**config.mk**
```make
export PLATFORM = sky130hd
export DESIGN_NAME = output_port_requester_flat
export DESIGN_NICKNAME = d
export VERILOG_FILES = /design/src/rtl/output_port_requester_if.sv /design/src/rtl/output_port_requester.sv /design/src/flat_wrapper.sv
export SDC_FILE = /design/constraint.sdc
export NUM_CORES = 1
export LEC_CHECK = 0
export CAP_MARGIN = 15
export CORE_ASPECT_RATIO = 1.5
export CORE_UTILIZATION = 52
export DETAILED_ROUTE_END_ITERATION = 6
export PLACE_DENSITY = 0.87
export SYNTH_ARGS = -nofsm -noshare
export SYNTH_HDL_FRONTEND = slang
export SYNTH_SLANG_ARGS = --single-unit
```
**constraint.sdc**
```tcl
create_clock -name clk -period 4 [get_ports clk]
set_input_delay 0.8 -clock clk [delete_from_list [all_inputs] [get_ports clk]]
set_output_delay 0.8 -clock clk [all_outputs]
set_load 0.05 [all_outputs]
```
**src/rtl/output_port_requester_if.sv**
```systemverilog
// Handshake bundle between the output port requester, its two input channels,
// the rotating prioritizer and the downstream ring hop.
interface output_port_requester_if #(
  parameter int DATA_WIDTH = 64
);
  logic                  in0_si;
  logic                  in0_ri;
  logic [DATA_WIDTH-1:0] in0_di;
  logic                  in1_si;
  logic                  in1_ri;
  logic [DATA_WIDTH-1:0] in1_di;
  logic                  rq_0;
  logic                  rq_1;
  logic                  gt_0;
  logic                  gt_1;
  logic                  so;
  logic                  ro;
  // Output data; "do" is a reserved word, hence dout.
  logic [DATA_WIDTH-1:0] dout;

  modport master (
    input  in0_si, in0_di, in1_si, in1_di, gt_0, gt_1, ro,
    output in0_ri, in1_ri, rq_0, rq_1, so, dout
  );

  modport slave (
    output in0_si, in0_di, in1_si, in1_di, gt_0, gt_1, ro,
    input  in0_ri, in1_ri, rq_0, rq_1, so, dout
  );
endinterface

```
**src/rtl/output_port_requester.sv**
```systemverilog
// Two-channel client of the rotating prioritizer: one packet buffer per input,
// a single output register draining over send/ready, sticky error and packet count.
module output_port_requester #(
  parameter int DATA_WIDTH = 64,
  parameter int CNT_WIDTH  = 16
) (
  input  logic                    clk,
  input  logic                    reset,
  output_port_requester_if.master bus,
  output logic                    err,
  output logic [CNT_WIDTH-1:0]    pkt_cnt
);
  logic                  full0_q, full0_d, full1_q, full1_d;
  logic [DATA_WIDTH-1:0] buf0_q, buf0_d, buf1_q, buf1_d;
  logic                  out_full_q, out_full_d;
  logic [DATA_WIDTH-1:0] out_data_q, out_data_d;
  logic                  err_q, err_d;
  logic [CNT_WIDTH-1:0]  cnt_q, cnt_d;

  logic ofree, rq0, rq1, gt_both, mv0, mv1, drain;

  // Output is free when empty or being drained on this same edge.
  assign ofree   = ~out_full_q | bus.ro;
  assign rq0     = full0_q & ofree;
  assign rq1     = full1_q & ofree;
  assign gt_both = bus.gt_0 & bus.gt_1;
  assign mv0     = rq0 & bus.gt_0 & ~gt_both;
  assign mv1     = rq1 & bus.gt_1 & ~gt_both;
  assign drain   = out_full_q & bus.ro;

  assign bus.in0_ri = ~full0_q;
  assign bus.in1_ri = ~full1_q;
  assign bus.rq_0   = rq0;
  assign bus.rq_1   = rq1;
  assign bus.so     = out_full_q;
  assign bus.dout   = out_data_q;
  assign err        = err_q;
  assign pkt_cnt    = cnt_q;

  always_comb begin
    // NOTE: every target gets a hold default first so no path infers a latch.
    full0_d    = full0_q;
    full1_d    = full1_q;
    buf0_d     = buf0_q;
    buf1_d     = buf1_q;
    out_full_d = out_full_q;
    out_data_d = out_data_q;
    cnt_d      = cnt_q;
    err_d      = err_q | gt_both | (bus.gt_0 & ~rq0) | (bus.gt_1 & ~rq1);

    if (bus.in0_si && !full0_q) begin
      buf0_d  = bus.in0_di;
      full0_d = 1'b1;
    end
    if (bus.in1_si && !full1_q) begin
      buf1_d  = bus.in1_di;
      full1_d = 1'b1;
    end

    // Drain first so a same-edge load below keeps the register full.
    if (drain) begin
      out_full_d = 1'b0;
      cnt_d      = cnt_q + CNT_WIDTH'(1);
    end
    if (mv0) begin
      out_data_d = buf0_q;
      out_full_d = 1'b1;
      full0_d    = 1'b0;
    end
    if (mv1) begin
      out_data_d = buf1_q;
      out_full_d = 1'b1;
      full1_d    = 1'b0;
    end
  end

  always_ff @(posedge clk or negedge reset) begin
    if (!reset) begin
      // NOTE: data registers are reset too, since dout must read 0 out of reset.
      full0_q    <= 1'b0;
      full1_q    <= 1'b0;
      buf0_q     <= '0;
      buf1_q     <= '0;
      out_full_q <= 1'b0;
      out_data_q <= '0;
      err_q      <= 1'b0;
      cnt_q      <= '0;
    end else begin
      // NOTE: non-blocking updates so every flop samples pre-edge values.
      full0_q    <= full0_d;
      full1_q    <= full1_d;
      buf0_q     <= buf0_d;
      buf1_q     <= buf1_d;
      out_full_q <= out_full_d;
      out_data_q <= out_data_d;
      err_q      <= err_d;
      cnt_q      <= cnt_d;
    end
  end
endmodule

```
**src/flat_wrapper.sv**
```systemverilog
// flat-port wrapper written by rule: the top's interface ports become plain ports
module output_port_requester_flat 
#(
  parameter int DATA_WIDTH = 64,
  parameter int CNT_WIDTH  = 16
)
  (clk, reset, err, pkt_cnt, bus_in0_si, bus_in0_di, bus_in1_si, bus_in1_di, bus_gt_0, bus_gt_1, bus_ro, bus_in0_ri, bus_in1_ri, bus_rq_0, bus_rq_1, bus_so, bus_dout);
  output_port_requester_if #(.DATA_WIDTH(DATA_WIDTH)) bus_i ();
  input  logic clk;
  input  logic reset;
  output logic err;
  output logic [CNT_WIDTH-1:0] pkt_cnt;
  input wire logic [$bits(bus_i.in0_si)-1:0] bus_in0_si;
  input wire logic [$bits(bus_i.in0_di)-1:0] bus_in0_di;
  input wire logic [$bits(bus_i.in1_si)-1:0] bus_in1_si;
  input wire logic [$bits(bus_i.in1_di)-1:0] bus_in1_di;
  input wire logic [$bits(bus_i.gt_0)-1:0] bus_gt_0;
  input wire logic [$bits(bus_i.gt_1)-1:0] bus_gt_1;
  input wire logic [$bits(bus_i.ro)-1:0] bus_ro;
  output wire logic [$bits(bus_i.in0_ri)-1:0] bus_in0_ri;
  output wire logic [$bits(bus_i.in1_ri)-1:0] bus_in1_ri;
  output wire logic [$bits(bus_i.rq_0)-1:0] bus_rq_0;
  output wire logic [$bits(bus_i.rq_1)-1:0] bus_rq_1;
  output wire logic [$bits(bus_i.so)-1:0] bus_so;
  output wire logic [$bits(bus_i.dout)-1:0] bus_dout;
  assign bus_i.in0_si = bus_in0_si;
  assign bus_i.in0_di = bus_in0_di;
  assign bus_i.in1_si = bus_in1_si;
  assign bus_i.in1_di = bus_in1_di;
  assign bus_i.gt_0 = bus_gt_0;
  assign bus_i.gt_1 = bus_gt_1;
  assign bus_i.ro = bus_ro;
  assign bus_in0_ri = bus_i.in0_ri;
  assign bus_in1_ri = bus_i.in1_ri;
  assign bus_rq_0 = bus_i.rq_0;
  assign bus_rq_1 = bus_i.rq_1;
  assign bus_so = bus_i.so;
  assign bus_dout = bus_i.dout;
  output_port_requester #(.DATA_WIDTH(DATA_WIDTH), .CNT_WIDTH(CNT_WIDTH)) u_core (.clk(clk), .reset(reset), .bus(bus_i), .err(err), .pkt_cnt(pkt_cnt));
endmodule
```
After elaboration in Yosys (flattened, before gate mapping):

Index checks and enable logic that the tools add are counted.

* register bits after elaboration: 212
* bits of input ports: 135
* output and inout port bits: 86
* word-level logic and storage cells: 46

* add/subtract/negate cells: 1
* multiplexer cells: 9
* bitwise gates (word level): 20
* reduce and logical (&&, ||, !) cells: 8

Operator list (count)
* 64-bit 2-to-1 mux: 2
* 16-bit by 1-bit adder with 16-bit output, second input constant: 1
* 1-bit bitwise AND: 10
* 1-bit 2-to-1 mux: 7
* 1-bit NOT: 6
* 2-bit nonzero test: 3
* 1-bit bitwise OR: 4
* 3-bit nonzero test: 1
* 1-bit logical AND: 2
* 1-bit logical NOT: 2

Longest topological paths before layout:

Gate-level depths: netlist of run 1.

* depth in word-level cells: 7
* depth in mapped cells: 5
* gate-level depth less buffers: 5

Worst setup path before layout of run 1:

OpenSTA, ideal clock, no wires.

* path type: input to output
* start point: input bus_ro
* end point: output bus_rq_1
* arrival: 1.532 ns
* required time: 3.200 ns
* path slack: 1.668 ns
* stages on the path: 2
* buffers on the path: 0
* path through: nor2b_1 -> nor2_1

* word-level cells in the longest chain between the ends: 2

RTL lines
* start: declaration: line flat_wrapper.sv:19 `input wire logic [$bits(bus_i.ro)-1:0] bus_ro;`
* 1-bit bitwise OR: line output_port_requester.sv:23 `assign ofree = ~out_full_q | bus.ro;`
* 1-bit bitwise AND: line output_port_requester.sv:25 `assign rq1 = full1_q & ofree;`
* end: declaration: line flat_wrapper.sv:23 `output wire logic [$bits(bus_i.rq_1)-1:0] bus_rq_1;`

Every way passes these cells.

Worst setup path in the final report of run 1:

Same ends and word-level chain as after synthesis.

==> results.ini, run 1 <==
[setup_path]
reg2reg_slack_ns = 1.75
worstPathArrival_ns = 2.52
cpMaxStageDelayCell = clkdlybuf4s50_1
cp_common_cell = clkdlybuf4s50_1
start_kind = primary input
reg2reg_to = u_core.bus.dout[19]
cp_top_family = buffers and inverters
cp-end-kind = output port
required_ns = 3.20
slowest_delay_ns = 0.73
worstPathMaxFanout = 5
worstPathCellList = clkdlybuf4s50_1 > nor2b_1 > nor2_1 > clkdlybuf4s50_1
reg2reg_from = u_core.full0_q
path_buf_inv = 2
critical_path_class = in2out
reg2reg_depth = 5

[cts]
post_cts_resize_count = 0
htree_levels = 1
clockRootBuffer = clkbuf_16
cts.sinks = 212
cts_buffers = 19
cts_tree = done
cts_setup_buffers = 0
clk_latency_ns = 0.48
clock_path_buffers = 3
clk_pin_slew_ns = 0.06
ctsHoldBuffers = 0

[detailed_routing]
m1WireLength_um = 8000
routed_wl_um = 21900
avgViaCountPerCell = 5.68
met3_length_um = 1160
drc = 0
firstDrtPassIters = 4
ant_nets = 0
met2_length_um = 11700
vias = 6037
routedWlPerCell_um = 20.6
drtIter0Drc = 282
routed.top_layer = met4

[synth]
post_synth_num_cell_types = 32
yosysWarnings = 0
ys.flop_type = dfrtp_1
synth_edf_count = 0
synthTopCellsByArea = dfrtp_1 63%, mux2_2 17%, o22ai_1 4.8%
synthArstFlopShare = 1.00
synth_area_um2 = 8400
synth_area_per_cell_um2 = 13.2
synth_cells = 634
syn_nets = 770
synth.top_cell.area_share = 0.632
yosysTopAreaCell = dfrtp_1
ys_seq_area_frac = 0.632
synth-seq-cells = 212

[place]
place_hpwl_um = 14400
dpl-instance-area_um2 = 10800
port_buffers = 220
gp_congestion = 0.778

[cells_and_area]
syn_to_final_growth_pct = 35.0
nets = 983
drive_gt1_frac = 0.206
design_area_um2 = 11300
multiInputGateArea_um2 = 2850
mostFrequentLayoutCell = clkdlybuf4s50_1
most-common-layout-cells = 218 x clkdlybuf4s50_1, 212 x dfrtp_1, 129 x mux2_2
seq_area_um2 = 5310
fill_cells = 1077

[sta]
period_needed_ns = 3.32
tightest_slew_ns = 0.913
slew_violations = 0
final-hold-violation-count = 0
setup_viol = 0
fmax_ghz = 0.301
rsz0062_at_grt = no
max_slew_margin = 0.391
finalSetupTns_ns = 0
post-route-period-util = 0.830
clock_skew_ns = 0.0106

[power_and_ir_drop]
p_total_w = 0.00890
max-vdd-ir-drop_v = 0.000506
p_per_area_nw_per_um2 = 785
p_leak_nw = 4.64

[floorplanning]
core_um2 = 15700
die_y_um = 158
initial_utilization = 0.535
row_count = 56
fp.dieW_um = 106
die-area_um2 = 16700
ios = 221

[min_path]
worstHoldPathType = in2async

[global_route]
grt_antenna_before_repair = 1
grt_max_degree = 117
grt_pass1_wl_um = 34100
grt_util_all_layers = 0.263
first_global_vias = 6623
grt_overflow_total = 0

[job]
cap_violations = 0

[outcome]
status = complete, no violations

[stage by stage]
stage	setup slack, ns	hold WS [ns]	util	cells
3_3_place_gp	0.676	0.463	0.686	1029
4_1_cts	0.670	0.475	0.722	1061
2_1_floorplan	1.67	0.481	-	634
5_1_grt	0.572	0.506	0.723	1062
3_5_place_dp	0.688	0.461	0.686	1029
6_report	0.679	0.440	0.723	1062
[state kept, by name, indices dropped and copies added (netlist names)]
name             flops
u_core.full1_q       1
u_core.bus.so        1
u_core.buf0_q       64
u_core.err           1
u_core.bus.dout     64
u_core.full0_q       1
u_core.buf1_q       64
u_core.pkt_cnt      16
[where the power goes]
group          internal, W  total [W]  leakage [nW]  switching [W]
Combinational      0.00145    0.00356          1.91        0.00211
Clock             0.000983    0.00173         0.281       0.000749
Sequential         0.00305    0.00362          2.45       0.000570
[Yosys cell counts (all sizes together) (4+ instances only)]
master	count
a21oi	66
buf	35
clkbuf	6
dfrtp	212
inv	4
mux2	129
nand2	6
nand3	7
nor2	67
o22ai	64
xnor2	10
xor2	5
[worst max path at each step]
stage           start       end  slack (ns)  depth (start not counted)
6_report       bus_ro  bus_rq_1        0.68                          4
5_1_grt        bus_ro  bus_rq_1        0.57                          4
3_5_place_dp   bus_ro  bus_rq_1        0.69                          4
3_3_place_gp   bus_ro  bus_rq_1        0.68                          4
4_1_cts        bus_ro  bus_rq_1        0.67                          4
2_1_floorplan  bus_ro  bus_rq_1        1.67                          2
[cells by family after synthesis]
kind of cell / Yosys count / synth area share
compound gates: 133 / 0.0912
xor+xnor: 15 / 0.0156
fa+ha+maj: 1 / 0.00149
buf+inv: 45 / 0.0311
flops: 212 / 0.632
mux: 129 / 0.173
simple gates: 99 / 0.0560
[layout make-up]
class,count,share of cell area
tap,203,0.0224
clock buffer,29,0.0470
sequential,212,0.468
antenna,1,0.000221
clock inverter,3,0.00386
inverter,4,0.00132
multi-input combinational,377,0.251
timing repair buffer,233,0.206
[routing by layer]
layer / up-vias / track usage
met5: - / 0
met1: 3068 / 0.303
met2: 224 / 0.471
li1: 2677 / -
met4: 0 / 0.130
met3: 68 / 0.0461
Note: power is estimated with default switching activity, not from simulation.
==> run 2: changes to the inputs <==
--- a/config.mk
+++ b/config.mk
@@ -7,9 +7,9 @@
 export LEC_CHECK = 0
 export CAP_MARGIN = 15
 export CORE_ASPECT_RATIO = 1.5
-export CORE_UTILIZATION = 52
+export CORE_UTILIZATION = 49
 export DETAILED_ROUTE_END_ITERATION = 6
-export PLACE_DENSITY = 0.87
+export PLACE_DENSITY = 0.82
 export SYNTH_ARGS = -nofsm -noshare
 export SYNTH_HDL_FRONTEND = slang
 export SYNTH_SLANG_ARGS = --single-unit
==> constraint.sdc (replaced) <==
create_clock -name clk -period 3.45 [get_ports clk]
set_input_delay 0.69 -clock clk [delete_from_list [all_inputs] [get_ports clk]]
set_output_delay 0.69 -clock clk [all_outputs]
set_load 0.05 [all_outputs]
==> run 2 against run 1 <==
Design area up 0.99%. Worst setup slack lost 0.22 ns. Hold slack lost 0.19 ns. Power up 17%. Sequential power grew 14%. Clock power grew 27%. First-iteration DRC count is 2.1% higher. Largest cell class unchanged. Sequential share of layout area down 0.46 points. Flip-flop and latch count did not move. Critical endpoint unchanged. Clock-buffer cell count is the same. Cell count up 0.94%. Highest routed layer unchanged.
==> results.ini, run 2 (synthesized netlist as in run 1, its figures left out) <==
[cts]
htree_levels = 1  ; unchanged
clk_pin_slew_ns = 0.06  ; about the same
cts_buffers = 20  ; +1
cts_tree = done
cts.sinks = 212  ; unchanged
cts_setup_buffers = 0  ; unchanged
post_cts_resize_count = 0  ; unchanged
clk_latency_ns = 0.48  ; about the same
clockRootBuffer = clkbuf_16
ctsHoldBuffers = 0  ; unchanged
clock_path_buffers = 3  ; unchanged

[sta]
finalSetupTns_ns = 0  ; unchanged
clock_skew_ns = 0.0110  ; +0.000477 ns
tightest_slew_ns = 0.820  ; -0.0930 ns
rsz0062_at_grt = no
setup_viol = 0  ; unchanged
max_slew_margin = 0.453  ; +0.0620
period_needed_ns = 2.99
final-hold-violation-count = 0  ; unchanged
fin_hold_ws_ns = 0.247  ; -0.193 ns
slew_violations = 0  ; unchanged
fmax_ghz = 0.334
post-route-period-util = 0.868

[outcome]
status = complete, no violations

[floorplanning]
row_count = 58  ; +3.6%
initial_utilization = 0.501  ; -0.0341
ios = 221  ; unchanged
die_y_um = 162  ; +3.0%
core_um2 = 16800  ; +6.8%
fp.dieW_um = 109  ; +3.0%
die-area_um2 = 17700  ; +6.0%

[setup_path]
startpoint = bus_ro
start_kind = primary input
reg2reg_from = u_core.full0_q
worstPathArrival_ns = 2.30  ; -0.22 ns
required_ns = 2.76  ; -0.44 ns
critical_path_class = in2out
worstPathMaxFanout = 4  ; -1
cp-end-kind = output port

[place]
place_hpwl_um = 13700  ; -5.0%
gp_congestion = 0.777  ; about the same
port_buffers = 220  ; unchanged

[detailed_routing]
ant_nets = 0  ; unchanged
avgViaCountPerCell = 5.59  ; -1.7%
firstDrtPassIters = 4  ; unchanged
routed_wl_um = 21300  ; -2.9%
vias = 5991  ; -0.76%
drc = 0  ; unchanged
drtIter0Drc = 288  ; +2.1%
routedWlPerCell_um = 19.8  ; -3.8%

[cells_and_area]
fill_cells = 1241  ; +15%
drive_gt1_frac = 0.216  ; +0.00948
n_antenna_cell = 0  ; -1
nets = 985  ; +0.20%
mostFrequentLayoutCell = clkdlybuf4s50_1
most-common-layout-cells = 218 x clkdlybuf4s50_1, 212 x dfrtp_1, 129 x mux2_2
syn_to_final_growth_pct = 36.4

[global_route]
grt_util_all_layers = 0.247  ; -0.0160
grt_overflow_total = 0  ; unchanged
first_global_vias = 6519  ; -1.6%
grt_antenna_before_repair = 0  ; -1
grt_max_degree = 92  ; -21%
grt_pass1_wl_um = 33500  ; -1.8%

[power_and_ir_drop]
max-vdd-ir-drop_v = 0.000714  ; +41%
p_per_area_nw_per_um2 = 911  ; +16%
p_leak_nw = 4.70  ; +1.2%

[min_path]
worstHoldPathType = in2async

[job]
cap_violations = 0  ; unchanged

==> run 2: per-stage QoR <==
stage / setup slack (ns) / power [W] / cells / area [µm²] / util
2_1_floorplan: 1.25 / 0.00680 / 634 / 8400 / -
3_3_place_gp: 0.416 / 0.00815 / 1037 / 10800 / 0.644
3_5_place_dp: 0.440 / 0.00828 / 1037 / 10800 / 0.644
4_1_cts: 0.419 / 0.0105 / 1072 / 11500 / 0.683
5_1_grt: 0.339 / 0.0109 / 1072 / 11500 / 0.683
6_report: 0.455 / 0.0104 / 1072 / 11500 / 0.683
==> run 2: final timing paths <==
path	depth (start not counted)	end	slack, ns
setup / recovery	4	bus_rq_1	0.46
hold / removal	1	u_core.bus.dout[55]	0.25
setup reg to reg	5	u_core.bus.dout[13]	1.53
hold reg to reg	1	u_core.pkt_cnt[15]	0.48
max in group asynchronous	2	u_core.bus.dout[43]	2.32
min in group clk	1	u_core.pkt_cnt[15]	0.48
==> run 2: critical path: stages <==
cell	delay [ns]
clkdlybuf4s50_1	0.42
nor2b_1	0.39
nor2_1	0.08
clkdlybuf4s50_1	0.72
==> run 2: routing by layer <==
layer  track usage  up-vias  share of wire
met1         0.284     3036           0.38
met2         0.425      198           0.51
li1              -     2692              -
met5             0        -              0
met4         0.136        0          0.056
met3        0.0484       65          0.054
==> run 2: cell type report <==
| type | instances | area [µm²] | area share |
|---|---|---|---|
| clock buffers | 29 | 606 | 0.0529 |
| clock inverters | 6 | 57.6 | 0.00502 |
| inverters | 4 | 15.0 | 0.00131 |
| multi-input cells | 377 | 2850 | 0.249 |
| flip-flops and latches | 212 | 5310 | 0.463 |
| well taps | 210 | 263 | 0.0229 |
| repair buffers | 234 | 2360 | 0.206 |
==> run 2: power by group <==
| part | switching, W | internal, W | total [W] | leakage [nW] |
|---|---|---|---|---|
| logic | 0.00242 | 0.00168 | 0.00410 | 1.92 |
| registers | 0.000613 | 0.00353 | 0.00414 | 2.45 |
| clock network | 0.000904 | 0.00129 | 0.00220 | 0.328 |
| total | 0.00394 | 0.00650 | 0.0104 | 4.70 |
==> run 3: changes to the inputs <==
--- a/config.mk
+++ b/config.mk
@@ -5,6 +5,7 @@
 export SDC_FILE = /design/constraint.sdc
 export NUM_CORES = 1
 export LEC_CHECK = 0
+export ABC_AREA = 1
 export CAP_MARGIN = 15
 export CORE_ASPECT_RATIO = 1.5
 export CORE_UTILIZATION = 49
==> run 3 against run 2 <==
The flow now finishes with violations (design-rule violations). Cell count is 29% higher. Register-to-register slack better by 0.18 ns. Global-route usage is 1.1 points lower. First-iteration DRC count is 92% higher. Combinational power is 15% lower. Worst setup slack better by 0.020 ns. Largest cell class unchanged. Critical path type unchanged. Flip-flop and latch count stayed put. Die area is 6.2% higher. Via count is 17% higher. Critical endpoint unchanged. Design area is 4.1% higher. Hold slack better by 0.042 ns. Largest power group unchanged.
==> results.ini, run 3 <==
[power_and_ir_drop]
comb_power_share = 0.371  ; -0.022
netSwitchingFraction = 0.378  ; +0.000701
p_int_w = 0.00582  ; -11%
max-vdd-ir-drop_v = 0.000543  ; -24%
p_leak_nw = 5.66  ; +20%
p_per_area_nw_per_um2 = 784  ; -14%
clock_power_share = 0.228  ; +0.018
sequentialPowerShare = 0.401  ; +0.004
power.switching_w = 0.00353  ; -10%

[place]
gp_congestion = 0.817  ; +5.0%
port_buffers = 220  ; unchanged
placed_cells = 1349  ; +30%
place_hpwl_um = 14100  ; +2.9%
place_ws_ns = 0.490  ; +0.0494 ns

[setup_path]
required_ns = 2.76  ; about the same
start_kind = primary input
reg2reg_slack_ns = 1.71  ; +0.18 ns
worstPathArrival_ns = 2.29  ; about the same
reg2reg_from = u_core.bus.so
worstPathMaxFanout = 3  ; -1
reg2reg_depth = 7  ; +2
reg2reg_to = u_core.bus.dout[63]
cp-end-kind = output port
critical_path_class = in2out

[detailed_routing]
routedWlPerCell_um = 15.6  ; -22%
firstDrtPassIters = 7  ; +3
avgViaCountPerCell = 5.08  ; -9.1%
drc = 15  ; +15
ant_nets = 0  ; unchanged
routed_wl_um = 21500  ; +1.2%
drtIter0Drc = 553  ; +92%
vias = 7025  ; +17%

[synth]
post_synth_num_cell_types = 23  ; -28%
synth_most_common_cell = nand2_1
yosysTopAreaCell = dfrtp_1
synth.top_cell.area_share = 0.594  ; -0.0372
ys_seq_area_frac = 0.594  ; -0.0372
synthTopCellsByArea = dfrtp_1 59%, nand2_1 9.8%, mux2_2 8.1%
synth_area_um2 = 8920  ; +6.3%
synthArstFlopShare = 1.00  ; unchanged
synthTopCellsByCount = 233 x nand2_1, 212 x dfrtp_1, 140 x nor2_1
synth_edf_count = 0  ; unchanged
yosysWarnings = 0  ; unchanged
synth_area_per_cell_um2 = 9.39  ; -29%
synth_cells = 950  ; +50%
ys.flop_type = dfrtp_1
syn_nets = 1086  ; +41%
synth-seq-cells = 212  ; unchanged

[cells_and_area]
fill_cells = 1436  ; +16%
seq_area_um2 = 5310  ; unchanged
finalNonFillerCells = 1383  ; +29%
most-common-layout-cells = 231 x nand2_1, 219 x clkdlybuf4s50_1, 212 x dfrtp_1
mostFrequentLayoutCell = nand2_1
nets = 1290  ; +31%
multiInputGateArea_um2 = 3020  ; +5.8%
syn_to_final_growth_pct = 33.6
drive_gt1_frac = 0.0970  ; -0.119

[floorplanning]
fp.dieW_um = 112  ; +3.0%
die-area_um2 = 18800  ; +6.2%
core_um2 = 17900  ; +6.6%
ios = 221  ; unchanged
row_count = 60  ; +3.4%
initial_utilization = 0.500  ; -0.00154
die_y_um = 167  ; +3.0%

[sta]
period_needed_ns = 2.98  ; -0.0196 ns
fmax_ghz = 0.336  ; +0.66%
rsz0062_at_grt = no
final-hold-violation-count = 0  ; unchanged
fin_ws_ns = 0.475  ; +0.0196 ns
slew_violations = 0  ; unchanged
finalSetupTns_ns = 0  ; unchanged
post-route-period-util = 0.862  ; -0.00569
max_slew_margin = 0.468  ; +0.0151
tightest_slew_ns = 0.798  ; -0.0226 ns
setup_viol = 0  ; unchanged
clock_skew_ns = 0.0115  ; +0.000434 ns

[cts]
ctsHoldBuffers = 0  ; unchanged
cts_setup_buffers = 0  ; unchanged
cts_tree = done
cts_buffers = 20  ; unchanged
htree_levels = 1  ; unchanged
post_cts_resize_count = 0  ; unchanged
clock_path_buffers = 3  ; unchanged
clk_pin_slew_ns = 0.07  ; about the same
clockRootBuffer = clkbuf_16
cts.sinks = 212  ; unchanged
clk_latency_ns = 0.49  ; about the same

[global_route]
grt_max_degree = 130  ; +41%
grt_pass1_wl_um = 35400  ; +5.6%
first_global_vias = 7262  ; +11%
grt_antenna_before_repair = 1  ; +1
grt_util_all_layers = 0.236  ; -0.0113
grt_overflow_total = 0  ; unchanged

[min_path]
worstHoldPathType = in2async

[job]
cap_violations = 0  ; unchanged

[outcome]
status = finished with violations
violations = design-rule violations

run 3: cell count changes in the layout (fill, tap and decap cells not counted), sizes merged, moves of 64 or more:
cell | before | now
nand2 | 6 | 235
inv | 4 | 91
nor2 | 67 | 141
mux2 | 129 | 64
o21ai | 0 | 65
o22ai | 64 | 0
run 3: worst max path at each step:
stage / startpoint / to / slack, ns / cells past startpoint
floorplan: bus_ro / bus_rq_1 / 1.57 / 4
global placement: bus_ro / bus_rq_1 / 0.51 / 6
detailed placement: bus_ro / bus_rq_1 / 0.49 / 6
CTS: bus_ro / bus_rq_1 / 0.47 / 6
global route: bus_ro / bus_rq_0 / 0.40 / 6
finish: bus_ro / bus_rq_1 / 0.47 / 6
run 3: power by group through the flow:
stage | clock (W) | combinational [W] | sequential (W)
5_1_grt | 0.00228 | 0.00372 | 0.00383
4_1_cts | 0.00218 | 0.00351 | 0.00374
6_report | 0.00213 | 0.00347 | 0.00375
3_5_place_dp | 0 | 0.00349 | 0.00377
2_1_floorplan | 0 | 0.00113 | 0.00486
3_3_place_gp | 0 | 0.00340 | 0.00374
run 3: cell families after synthesis:
kind of cell             after synthesis  share of synthesized area
AND/OR/NAND/NOR                      392                      0.169
flip-flops                           212                      0.594
buffers and inverters                139                     0.0697
AO/OA/AOI/OAI                        132                     0.0746
multiplexers                          64                     0.0808
XOR/XNOR                              10                    0.00981
adder cells (fa/ha/maj)                1                    0.00140
run 3: area by class of cell:
class,instances,share of cell area
antenna,1,0.000210
clock buffer,26,0.0473
clock inverter,7,0.00556
inverter,91,0.0286
multi-input combinational,599,0.253
sequential,212,0.445
tap,217,0.0228
timing repair buffer,230,0.198
run 3: routing by layer:
| metal | global-route usage | wire length, µm | vias up |
|---|---|---|---|
| met5 | 0 | 0 | - |
| met4 | 0.103 | 850 | 0 |
| met3 | 0.0318 | 961 | 53 |
| met2 | 0.419 | 11200 | 215 |
| met1 | 0.285 | 8470 | 3392 |
| li1 | - | - | 3365 |
run 3: per-stage QoR:
stage	total power (W)	area, µm²	util	hold slack, ns
after global routing	0.00983	11900	0.667	0.355
after floorplan	0.00598	8920	-	0.394
after CTS	0.00943	11900	0.667	0.322
after detailed placement	0.00726	11300	0.632	0.470
final	0.00935	11900	0.667	0.289
after global placement	0.00714	11300	0.632	0.455
run 3: critical path: stages:
cell and delay, ns:
clkdlybuf4s50_1 0.48, inv_1 0.06, nand2_2 0.11, nand2_1 0.09
inv_1 0.06, clkdlybuf4s50_1 0.79
